[config.mk]
export PLATFORM = sky130hd
export DESIGN_NAME = fp_sqrt_iter_flat
export DESIGN_NICKNAME = d
export VERILOG_FILES = /design/src/rtl/fp_sqrt_iter_if.sv /design/src/rtl/fp_sqrt_iter.sv /design/src/flat_wrapper.sv
export SDC_FILE = /design/constraint.sdc
export NUM_CORES = 1
export LEC_CHECK = 0
export ABC_CLOCK_PERIOD_IN_PS = 3610
export BUFFER_PORTS_ARGS = -buffer_cell sky130_fd_sc_hd__buf_2
export CELL_PAD_IN_SITES_DETAIL_PLACEMENT = 1
export CELL_PAD_IN_SITES_GLOBAL_PLACEMENT = 2
export CORE_AREA = 2 2 198 200
export DETAILED_ROUTE_END_ITERATION = 8
export DIE_AREA = 0 0 200 202
export PLACE_DENSITY = 0.78
export SLEW_MARGIN = 20
export SYNTH_ARGS = -nofsm -noshare
export SYNTH_HDL_FRONTEND = slang
export SYNTH_SLANG_ARGS = --single-unit
[constraint.sdc]
create_clock -name clk -period 3.61 [get_ports clk]
set_input_delay 0.1805 -clock clk [delete_from_list [all_inputs] [get_ports clk]]
set_output_delay 0.1805 -clock clk [all_outputs]
set_load 0.02 [all_outputs]
[src/rtl/fp_sqrt_iter_if.sv]
`default_nettype none
// ============================================================================
// Module      : fp_sqrt_iter_if
// Description : Operand / result bundle for the iterative FP square-root unit.
//               master = issuing side (reservation station / testbench)
//               slave  = fp_sqrt_iter
// Ports       : start, a, rm, tag_in, flush      (master -> slave)
//               busy, done, result, tag_out,
//               exception, inexact, zero_sqrt    (slave -> master)
// Revision    : 1.0 - initial release
// ============================================================================
interface fp_sqrt_iter_if #(
    parameter int EXP_W = 8,
    parameter int MAN_W = 23,
    parameter int TAG_W = 6
);
    localparam int FP_W = 1 + EXP_W + MAN_W;

    logic             start;
    logic [FP_W-1:0]  a;
    logic [2:0]       rm;
    logic [TAG_W-1:0] tag_in;
    logic             flush;
    logic             busy;
    logic             done;
    logic [FP_W-1:0]  result;
    logic [TAG_W-1:0] tag_out;
    logic             exception;
    logic             inexact;
    logic             zero_sqrt;

    modport master (
        output start, a, rm, tag_in, flush,
        input  busy, done, result, tag_out, exception, inexact, zero_sqrt
    );

    modport slave (
        input  start, a, rm, tag_in, flush,
        output busy, done, result, tag_out, exception, inexact, zero_sqrt
    );
endinterface
`default_nettype wire

[src/rtl/fp_sqrt_iter.sv]
`default_nettype none
// ============================================================================
// Module      : fp_sqrt_iter
// Description : Parametrised iterative IEEE-754 square root. Restoring
//               digit recurrence producing BPC root bits per cycle, all five
//               RISC-V rounding modes, subnormal inputs, NV/NX flags,
//               pass-through ROB tag and pipeline flush.
// Ports       : clk    - clock, rising edge
//               rst_n  - asynchronous active-low reset
//               bus    - fp_sqrt_iter_if.slave (start/a/rm/tag_in/flush in,
//                        busy/done/result/tag_out/exception/inexact/
//                        zero_sqrt out)
// Revision    : 1.0 - initial release
// ============================================================================
module fp_sqrt_iter #(
    parameter int EXP_W = 8,
    parameter int MAN_W = 23,
    parameter int BPC   = 1,
    parameter int TAG_W = 6
) (
    input  logic               clk,
    input  logic               rst_n,
    fp_sqrt_iter_if.slave      bus
);
    localparam int FP_W   = 1 + EXP_W + MAN_W;
    localparam int BIAS   = (1 << (EXP_W - 1)) - 1;
    localparam int ITERS  = (MAN_W + 3 + BPC - 1) / BPC;
    localparam int NB     = ITERS * BPC;          // root bits produced
    localparam int EXTRA  = NB - (MAN_W + 3);     // surplus low root bits (fold into sticky)
    localparam int RAD_W  = 2 * NB;
    localparam int REM_W  = NB + 3;
    localparam int CNT_W  = $clog2(ITERS + 1);
    localparam int LZC_W  = $clog2(MAN_W + 1);
    localparam int SE_W   = EXP_W + LZC_W + 2;    // signed unbiased exponent width

    localparam logic [FP_W-1:0] CANON_NAN = {1'b0, {EXP_W{1'b1}}, 1'b1, {(MAN_W-1){1'b0}}};
    localparam logic [NB-1:0]   LOW_MASK  = (NB'(1) << EXTRA) - NB'(1);

    typedef enum logic [2:0] {
        S_IDLE   = 3'd0,
        S_UNPACK = 3'd1,
        S_ITER   = 3'd2,
        S_ROUND  = 3'd3,
        S_DONE   = 3'd4
    } state_t;

    state_t state_q, state_d;

    // Captured operation
    logic [FP_W-1:0]  a_q;
    logic [2:0]       rm_q;
    logic [TAG_W-1:0] tag_q;

    // Recurrence state
    logic [RAD_W-1:0] rad_q;
    logic [REM_W-1:0] rem_q;
    logic [NB-1:0]    root_q;
    logic [CNT_W-1:0] cnt_q;
    logic [EXP_W-1:0] exp_q;
    logic             spec_q;
    logic [FP_W-1:0]  spec_res_q;
    logic             spec_nv_q;
    logic             spec_zero_q;

    // Architected outputs
    logic [FP_W-1:0]  result_q;
    logic [TAG_W-1:0] tag_out_q;
    logic             nv_q;
    logic             nx_q;
    logic             zero_q;

    // FSM strobes
    logic accept, do_unpack, do_iter, do_round;

    // ------------------------------------------------------------------
    // Operand classification and normalisation
    // ------------------------------------------------------------------
    logic                    w_sign;
    logic [EXP_W-1:0]        w_exp_f;
    logic [MAN_W-1:0]        w_frac;
    logic                    w_exp_ones, w_exp_zero, w_frac_zero;
    logic                    w_special;
    logic [FP_W-1:0]         w_spec_res;
    logic                    w_spec_nv, w_spec_zero;
    logic [LZC_W-1:0]        w_lzc;
    logic [MAN_W:0]          w_m_norm;
    logic [MAN_W+1:0]        w_m_adj;
    logic signed [SE_W-1:0]  w_e_unb, w_e_even, w_e_half;
    logic [SE_W-1:0]         w_e_res;

    assign w_sign      = a_q[FP_W-1];
    assign w_exp_f     = a_q[FP_W-2:MAN_W];
    assign w_frac      = a_q[MAN_W-1:0];
    assign w_exp_ones  = &w_exp_f;
    assign w_exp_zero  = ~|w_exp_f;
    assign w_frac_zero = ~|w_frac;

    always_comb begin
        w_special   = 1'b0;
        w_spec_res  = '0;
        w_spec_nv   = 1'b0;
        w_spec_zero = 1'b0;
        if (w_exp_ones && !w_frac_zero) begin
            // NaN: signalling when the quiet bit is clear
            w_special  = 1'b1;
            w_spec_res = CANON_NAN;
            w_spec_nv  = ~w_frac[MAN_W-1];
        end else if (w_exp_zero && w_frac_zero) begin
            w_special   = 1'b1;
            w_spec_res  = a_q;
            w_spec_zero = 1'b1;
        end else if (w_sign) begin
            w_special  = 1'b1;
            w_spec_res = CANON_NAN;
            w_spec_nv  = 1'b1;
        end else if (w_exp_ones) begin
            w_special  = 1'b1;
            w_spec_res = a_q;
        end
    end

    // Leading-zero count of {0,frac}; only meaningful for subnormals
    always_comb begin
        w_lzc = '0;
        for (int i = 0; i < MAN_W; i++) begin
            if (w_frac[i]) w_lzc = LZC_W'(MAN_W - i);
        end
    end

    always_comb begin
        w_m_norm = w_exp_zero ? ({1'b0, w_frac} << w_lzc) : {1'b1, w_frac};
        w_e_unb  = w_exp_zero ? (SE_W'(1) - SE_W'(BIAS) - SE_W'(w_lzc))
                              : (SE_W'(w_exp_f) - SE_W'(BIAS));
        // Odd exponent: fold one power of two into the significand
        w_m_adj  = w_e_unb[0] ? {w_m_norm, 1'b0} : {1'b0, w_m_norm};
        w_e_even = w_e_unb - SE_W'(w_e_unb[0]);
        w_e_half = w_e_even >>> 1;
        w_e_res  = w_e_half + SE_W'(BIAS);
    end

    // ------------------------------------------------------------------
    // Restoring recurrence, BPC root bits per cycle
    // ------------------------------------------------------------------
    logic [REM_W-1:0] w_rem_n, w_trial;
    logic [NB-1:0]    w_root_n;
    logic [RAD_W-1:0] w_rad_n;

    always_comb begin
        w_rem_n  = rem_q;
        w_root_n = root_q;
        w_rad_n  = rad_q;
        w_trial  = '0;
        for (int k = 0; k < BPC; k++) begin
            // Bring down the next radicand digit pair
            w_rem_n = {w_rem_n[REM_W-3:0], w_rad_n[RAD_W-1 -: 2]};
            w_rad_n = w_rad_n << 2;
            w_trial = {1'b0, w_root_n, 2'b01};
            if (w_rem_n >= w_trial) begin
                w_rem_n  = w_rem_n - w_trial;
                w_root_n = {w_root_n[NB-2:0], 1'b1};
            end else begin
                w_root_n = {w_root_n[NB-2:0], 1'b0};
            end
        end
    end

    // ------------------------------------------------------------------
    // Rounding: root_q holds MAN_W+1 significand bits, guard, round and
    // EXTRA surplus bits; the root is positive so RDN == RTZ.
    // ------------------------------------------------------------------
    logic [MAN_W:0]   w_mant;
    logic             w_g, w_r, w_st, w_inc, w_nx;
    logic [MAN_W+1:0] w_sum;
    logic [MAN_W-1:0] w_frac_r;
    logic [EXP_W-1:0] w_exp_r;

    always_comb begin
        w_mant = root_q[NB-1 -: MAN_W+1];
        w_g    = root_q[EXTRA+1];
        w_r    = root_q[EXTRA];
        w_st   = (rem_q != '0) || ((root_q & LOW_MASK) != '0);
        w_nx   = w_g | w_r | w_st;
        case (rm_q)
            3'b001:  w_inc = 1'b0;               // RTZ
            3'b010:  w_inc = 1'b0;               // RDN
            3'b011:  w_inc = w_nx;               // RUP
            3'b100:  w_inc = w_g;                // RMM
            default: w_inc = w_g & (w_r | w_st | w_mant[0]); // RNE
        endcase
        w_sum    = {1'b0, w_mant} + (MAN_W+2)'(w_inc);
        w_frac_r = w_sum[MAN_W+1] ? w_sum[MAN_W:1] : w_sum[MAN_W-1:0];
        w_exp_r  = exp_q + EXP_W'(w_sum[MAN_W+1]);
    end

    // ------------------------------------------------------------------
    // FSM
    // ------------------------------------------------------------------
    always_ff @(posedge clk or negedge rst_n) begin
        if (!rst_n) state_q <= S_IDLE;
        else        state_q <= state_d;
    end

    always_comb begin
        state_d   = state_q;
        accept    = 1'b0;
        do_unpack = 1'b0;
        do_iter   = 1'b0;
        do_round  = 1'b0;
        case (state_q)
            S_IDLE: begin
                if (bus.start && !bus.flush) begin
                    accept  = 1'b1;
                    state_d = S_UNPACK;
                end
            end
            S_UNPACK: begin
                if (bus.flush) state_d = S_IDLE;
                else begin
                    do_unpack = 1'b1;
                    // Specials also take the ROUND slot so the result
                    // register is written from a single place.
                    state_d   = w_special ? S_ROUND : S_ITER;
                end
            end
            S_ITER: begin
                if (bus.flush) state_d = S_IDLE;
                else begin
                    do_iter = 1'b1;
                    if (cnt_q == CNT_W'(ITERS - 1)) state_d = S_ROUND;
                end
            end
            S_ROUND: begin
                if (bus.flush) state_d = S_IDLE;
                else begin
                    do_round = 1'b1;
                    state_d  = S_DONE;
                end
            end
            S_DONE:  state_d = S_IDLE;
            default: state_d = S_IDLE;
        endcase
    end

    // ------------------------------------------------------------------
    // Datapath registers
    // ------------------------------------------------------------------
    always_ff @(posedge clk or negedge rst_n) begin
        if (!rst_n) begin
            a_q         <= '0;
            rm_q        <= '0;
            tag_q       <= '0;
            rad_q       <= '0;
            rem_q       <= '0;
            root_q      <= '0;
            cnt_q       <= '0;
            exp_q       <= '0;
            spec_q      <= 1'b0;
            spec_res_q  <= '0;
            spec_nv_q   <= 1'b0;
            spec_zero_q <= 1'b0;
            result_q    <= '0;
            tag_out_q   <= '0;
            nv_q        <= 1'b0;
            nx_q        <= 1'b0;
            zero_q      <= 1'b0;
        end else begin
            if (accept) begin
                a_q   <= bus.a;
                rm_q  <= bus.rm;
                tag_q <= bus.tag_in;
            end
            if (do_unpack) begin
                spec_q      <= w_special;
                spec_res_q  <= w_spec_res;
                spec_nv_q   <= w_spec_nv;
                spec_zero_q <= w_spec_zero;
                rad_q       <= {w_m_adj, {(RAD_W-MAN_W-2){1'b0}}};
                rem_q       <= '0;
                root_q      <= '0;
                cnt_q       <= '0;
                exp_q       <= w_e_res[EXP_W-1:0];
            end
            if (do_iter) begin
                rad_q  <= w_rad_n;
                rem_q  <= w_rem_n;
                root_q <= w_root_n;
                cnt_q  <= cnt_q + CNT_W'(1);
            end
            if (do_round) begin
                tag_out_q <= tag_q;
                if (spec_q) begin
                    result_q <= spec_res_q;
                    nv_q     <= spec_nv_q;
                    nx_q     <= 1'b0;
                    zero_q   <= spec_zero_q;
                end else begin
                    result_q <= {1'b0, w_exp_r, w_frac_r};
                    nv_q     <= 1'b0;
                    nx_q     <= w_nx;
                    zero_q   <= 1'b0;
                end
            end
        end
    end

    assign bus.busy      = (state_q == S_UNPACK) || (state_q == S_ITER) || (state_q == S_ROUND);
    assign bus.done      = (state_q == S_DONE);
    assign bus.result    = result_q;
    assign bus.tag_out   = tag_out_q;
    assign bus.exception = nv_q;
    assign bus.inexact   = nx_q;
    assign bus.zero_sqrt = zero_q;

endmodule
`default_nettype wire

[src/flat_wrapper.sv]
// flat-port wrapper written by rule: the top's interface ports become plain ports
module fp_sqrt_iter_flat 
#(
    parameter int EXP_W = 8,
    parameter int MAN_W = 23,
    parameter int BPC   = 1,
    parameter int TAG_W = 6
)
  (clk, rst_n, bus_start, bus_a, bus_rm, bus_tag_in, bus_flush, bus_busy, bus_done, bus_result, bus_tag_out, bus_exception, bus_inexact, bus_zero_sqrt);
  fp_sqrt_iter_if #(.EXP_W(EXP_W), .MAN_W(MAN_W), .TAG_W(TAG_W)) bus_i ();
  input  logic clk;
  input  logic rst_n;
  input wire logic [$bits(bus_i.start)-1:0] bus_start;
  input wire logic [$bits(bus_i.a)-1:0] bus_a;
  input wire logic [$bits(bus_i.rm)-1:0] bus_rm;
  input wire logic [$bits(bus_i.tag_in)-1:0] bus_tag_in;
  input wire logic [$bits(bus_i.flush)-1:0] bus_flush;
  output wire logic [$bits(bus_i.busy)-1:0] bus_busy;
  output wire logic [$bits(bus_i.done)-1:0] bus_done;
  output wire logic [$bits(bus_i.result)-1:0] bus_result;
  output wire logic [$bits(bus_i.tag_out)-1:0] bus_tag_out;
  output wire logic [$bits(bus_i.exception)-1:0] bus_exception;
  output wire logic [$bits(bus_i.inexact)-1:0] bus_inexact;
  output wire logic [$bits(bus_i.zero_sqrt)-1:0] bus_zero_sqrt;
  assign bus_i.start = bus_start;
  assign bus_i.a = bus_a;
  assign bus_i.rm = bus_rm;
  assign bus_i.tag_in = bus_tag_in;
  assign bus_i.flush = bus_flush;
  assign bus_busy = bus_i.busy;
  assign bus_done = bus_i.done;
  assign bus_result = bus_i.result;
  assign bus_tag_out = bus_i.tag_out;
  assign bus_exception = bus_i.exception;
  assign bus_inexact = bus_i.inexact;
  assign bus_zero_sqrt = bus_i.zero_sqrt;
  fp_sqrt_iter #(.EXP_W(EXP_W), .MAN_W(MAN_W), .BPC(BPC), .TAG_W(TAG_W)) u_core (.clk(clk), .rst_n(rst_n), .bus(bus_i));
endmodule
# [Yosys cells after proc, flatten, opt, wreduce, memory -nomap -nowiden]
# Index checks and enable logic that the tools add are counted.
[word_totals] regBits=240 inputBits=45 out_inout_bits=43 word_cells=129
[op_classes] n_addsub=8 magnitude_cmp=1 eq_ne=11 shifts=1 mux=68 bitwise=6 reduce_logical=16
[op_table] cell="2-to-1 mux 32 bit" count=4
[op_table] cell="2-to-1 mux 5 bit" count=25
[op_table] cell="2-to-1 mux 52 bit" count=2
[op_table] cell="2-to-1 mux 29 bit" count=3
[op_table] cell="2-to-1 mux 26 bit" count=2
[op_table] cell="2-to-1 mux 31 bit" count=1
[op_table] cell=">= comparator 29 x 28 -> 1 bit" count=1
[op_table] cell="nonzero test 29 bit" count=1
[op_table] cell="subtractor 29 x 28 -> 29 bit" count=1
[op_table] cell="adder 24 x 1 -> 25 bit" count=1
[op_table] cell="2-to-1 mux 25 bit" count=1
[op_table] cell="2-to-1 mux 24 bit" count=1
[op_table] cell="left shift 23 x 5 -> 24 bit" count=1
[op_table] cell="2-to-1 mux 23 bit" count=1
[op_table] cell="OR reduction 23 bit" count=1
[op_table] cell="2-to-1 mux 1 bit" count=20
[op_table] cell="2-to-1 mux 3 bit" count=5
[op_table] cell="== test 3 x 2 -> 1 bit, second input constant" count=4
[op_table] cell="one-hot mux 3 bit (4 select lines)" count=1
[op_table] cell="2-to-1 mux 9 bit" count=1
[op_table] cell="subtractor 8 x 6 -> 9 bit, first input constant" count=1
[op_table] cell="subtractor 8 x 7 -> 9 bit, second input constant" count=1
[op_table] cell="subtractor 9 x 1 -> 9 bit" count=1
[op_table] cell="adder 8 x 1 -> 8 bit" count=1
[op_table] cell="other kinds (20)" count=30

# [Depth between registers and ports, before layout]
[depth] depth_word=28 mapped_depth=20 ltp_nobuf=19

# [Worst setup path before layout]
# OpenSTA, ideal clock, no wires.
[synth_path] path_kind="register to register" startpoint="reg u_core.a_q[3]" endpoint="reg u_core.exp_q[7]" setup_time_ps=87 arrival_time_ps=3612 required_time_ps=3523 path_slack_ps=-88 path_stages_with_launch=17 n_path_buf=3 synth_period_minus_slack_ps=3698 cell_sequence="dfrtp_1 > buf_2 > o311ai_1 > o311ai_0 > a311o_1 > inv_1 > buf_2 > buf_2 > ha_1 > xnor2_1 > a21oi_1 > ha_1 > inv_1 > a2111o_1 > o211a_1 > or2_0 > o211ai_1"
[synth_via] elab_chain_len=24
[synth_rtl] element="from (decl)" line="fp_sqrt_iter.sv:50" rtl="logic [FP_W-1:0] a_q;"
[synth_rtl] element="from (signal assigned)" line="fp_sqrt_iter.sv:268" rtl="a_q <= bus.a;"
[synth_rtl] element="2-to-1 mux 5 bit (20 in a row)" line="fp_sqrt_iter.sv:126" rtl="if (w_frac[i]) w_lzc = LZC_W'(MAN_W - i);"
[synth_rtl] element="subtractor 8 x 6 -> 9 bit" line="fp_sqrt_iter.sv:132" rtl="w_e_unb = w_exp_zero ? (SE_W'(1) - SE_W'(BIAS) - SE_W'(w_lzc))"
[synth_rtl] element="2-to-1 mux 9 bit" line="fp_sqrt_iter.sv:132"
[synth_rtl] element="subtractor 9 x 1 -> 9 bit" line="fp_sqrt_iter.sv:136" rtl="w_e_even = w_e_unb - SE_W'(w_e_unb[0]);"
[synth_rtl] element="adder 8 bit" line="fp_sqrt_iter.sv:138" rtl="w_e_res = w_e_half + SE_W'(BIAS);"
[synth_rtl] element="to (signal assigned)" line="fp_sqrt_iter.sv:281" rtl="exp_q <= w_e_res[EXP_W-1:0];"
[synth_rtl] element="to (decl)" line="fp_sqrt_iter.sv:59" rtl="logic [EXP_W-1:0] exp_q;"
# Every way passes these cells.
# A chain may end at the register's enable or synchronous reset.

# [Worst setup path in the final report]
[layout_path] startpoint="reg u_core.rem_q[9]" endpoint="reg u_core.rem_q[26]"
[layout_via] elab_chain_len=3 elab_cells_between_ends=4 cone_classes="add/sub: 1; order compare: 1; mux: 2"
[layout_rtl] element="from (decl)" line="fp_sqrt_iter.sv:56" rtl="logic [REM_W-1:0] rem_q;"
[layout_rtl] element="from (signal assigned)" line="fp_sqrt_iter.sv:285" rtl="rem_q <= w_rem_n;"
[layout_rtl] element="subtractor 29 x 28 -> 29 bit / >= comparator 29 x 28 -> 1 bit (equally long branches)" line="fp_sqrt_iter.sv:159, fp_sqrt_iter.sv:158"
[layout_rtl] element="2-to-1 mux 29 bit *" line="fp_sqrt_iter.sv:158" rtl="if (w_rem_n >= w_trial) begin"
[layout_rtl] element="2-to-1 mux 29 bit *" line="fp_sqrt_iter.sv:283" rtl="if (do_iter) begin"
# Mark *: on every way between the ends. The rest lies on a longest branch, timed or not.

==> results.toml <==
[timing]
layout_setup_ws_ps = 170
hold_violations = 0
setup_violations = 0
post-route-period-util_pct = 95.3
slew_viol_final = 0
max_freq_mhz = 291
tightest_slew_ps = 905
period_minus_slack_ps = 3440
fin_worst_skew_ps = 16.9
slew_headroom_pct = 39.6

[power]
p_total_mw = 18.1
power_leakage_nw = 7.38
p_per_area_nw_per_um2 = 1110
ir_worst_vdd_mv = 0.628

[outcome]
status = "completed"

[detailed_routing]
firstDrtPassIters = 4
drc = 0
vias_per_cell = 5.48
drt_iter0_drc = 616
wire_per_inst_um = 20.2
wl_mm = 44.1
via_count = 12000
antenna_left = 0

[yosys]
avgSynthCellArea_sq_um = 9.01
async_flop_share_pct = 100
ys_warn_count = 0
synth_cells = 1476
synth_most_common_cell = "dfrtp_1"
syn_area_sq_um = 13300
synth_seq_cells = 213
synthFlopType = "dfrtp_1"
synth_top_area_share_pct = 40.1
syn_nets = 1560
yosysTopAreaCell = "dfrtp_1"
ys_seq_area_share_pct = 40.1
synth_commonest_cells = "dfrtp_1, nand2_1, o21ai_0, nor2_1, a21oi_1"
ys_types = 87
synth_edf_count = 0
netlist_top_cells_area = "dfrtp_1, mux2i_1, o21ai_0"

[critical_path]
cp-end-kind = "register"
arrival_ps = 3850
path_max_fanout = 6
critPathKind = "register to register"
startpoint_type = "register"
crit_required_ps = 4020

[final_layout]
drive_gt1_share_pct = 21.5
nNetsFinal = 1736
fillCellCount = 4459
antenna_cells = 0
syn_to_final_growth_pct = 22.9

[global_route]
grt_max_degree = 91
first_global_vias = 12600
antenna_found_initial = 0
overflow = 0
grt_pass1_wl_mm = 70.4
gr-usage-all-layers_pct = 22.0

[floorplan]
start_util_pct = 34.7
dieArea_sq_um = 40400
chipHeight_um = 202
ios = 88
fp.coreArea_sq_um = 38300
die_w_um = 200
num_rows = 72

[clock_network]
clock-root-buffer = "clkbuf_16"
cts_made_buffers = 26
clock_latency_ps = 550
clkTransAtPathRegs_ps = 60
clock_path_buffers = 3
cts.sinks = 213
htree_levels = 1
tritoncts = "done"

[hold_path]
hp-class = "primary input to register"

[run]
drv_cap = 0

[placed_design]
place_ws_ps = -87.4
hpwl_mm = 31.6
port_buffers = 87
place.gp.congestion = 0.916
[kinds of logic after synthesis]
group | after synthesis | share of synthesized area [%]
DFF | 213 | 40.1
AOI/OAI and AO/OA | 415 | 20.3
xor gates and xnor gates | 53 | 3.49
and+or+nand+nor | 479 | 17.9
muxes | 118 | 9.50
buffers and inverters | 159 | 5.06
adders and majority gates | 39 | 3.67
[state kept, by name, indices dropped and copies added (netlist names), 8 cells and up]
name / cells
u_core.bus.result: 32
u_core.spec_res_q: 32
u_core.exp_q: 8
u_core.rem_q: 29
u_core.rad_q: 25
u_core.a_q: 32
u_core.root_q: 26
[what timing repair did]
item                                    4_1_cts  5_1_grt
buffers inserted                              0       11
resized for setup                             5       25
endpoints found under the hold margin       127        0
endpoints found under the setup margin       12       41
pin swaps                                     0        7
hold buffers                                 42        0
[metrics by stage]
step	utilization [%]	setup TNS, ps	instance area, sq um	hold WS (ps)	instances
2_1_floorplan	-	0	13300	-115	1476
3_3_place_gp	38.6	0	14800	239	2089
3_5_place_dp	38.6	-435	14800	246	2089
4_1_cts	42.2	0	16100	51.5	2176
5_1_grt	42.7	-61.7	16300	81.6	2187
6_report	42.7	0	16300	77.1	2187
[routing by layer]
layer  global-route usage (%)  vias to the layer above  wire length, um
li1                         -                     5727                -
met1                     28.2                     5998            19600
met2                     38.5                      184            21900
met3                     2.60                       78             1280
met4                     6.46                        0             1310
met5                        0                        -                0
[worst paths after layout]
path	start	to	slack, ps	cells past startpoint
worst max-delay path	u_core.rem_q[9]$_DFFE_PN0N_	u_core.rem_q[26]$_DFFE_PN0N_	170	12
worst min-delay path	bus_flush	u_core.state_q[0]$_DFFE_PN0P_	80	3
worst max register to register	u_core.rem_q[9]$_DFFE_PN0N_	u_core.rem_q[26]$_DFFE_PN0N_	170	12
worst min register to register	u_core.bus.result[31]$_DFFE_PN0P_	u_core.bus.result[31]$_DFFE_PN0P_	460	2
max in group asynchronous	rst_n	u_core.rad_q[30]$_DFFE_PN0N_	2410	3
min in group asynchronous	rst_n	u_core.a_q[3]$_DFFE_PN0P_	240	2
[power breakdown]
group / internal (mW) / total, mW / switching (mW)
Sequential: 3.18 / 4.05 / 0.873
Clock: 1.74 / 2.82 / 1.07
Combinational: 5.01 / 11.3 / 6.25
[worst max-delay path, stage by stage, from the launching register on]
cell and delay (ps):
dfrtp_1 410, buf_4 160, ha_1 370, and4_1 250
nand2_1 70, or3_1 380, a211o_1 360, a31oi_1 410
o21a_1 270, buf_4 150, nor4_1 50, nor3_1 270
o221ai_1 160
[cells in the final DEF, fill, tap and decap left out, types with 7 or more instances in the layout]
cell type / instances
a22oi_1: 13
nand2_1: 122
a21o_1: 28
o21ai_1: 17
nand4_1: 16
o21ai_0: 119
a31oi_1: 12
mux2i_1: 63
o211ai_1: 15
o31ai_1: 11
buf_4: 110
nor4_1: 11
and3_1: 24
a211oi_1: 14
inv_1: 64
clkbuf_16: 26
mux2_2: 53
or3_1: 11
xor2_1: 14
dlygate4sd3_1: 42
and2_1: 23
a32oi_1: 7
clkbuf_8: 7
nor3_1: 24
xnor2_1: 39
nor4_2: 7
a221oi_1: 14
nor2b_1: 7
nor2_1: 97
dfrtp_1: 209
nand3_1: 87
a21oi_1: 87
buf_2: 86
ha_1: 36
[cell type report]
type | count | area [sq um] | area share, %
inverter | 64 | 240 | 1.47
timing repair buffer | 243 | 1770 | 10.8
clock inverter | 8 | 151 | 0.926
tap | 518 | 648 | 3.97
sequential | 213 | 5340 | 32.6
multi-input combinational | 1104 | 7440 | 45.5
clock buffer | 37 | 762 | 4.66
No activity file was read; power rests on OpenSTA's default activity.
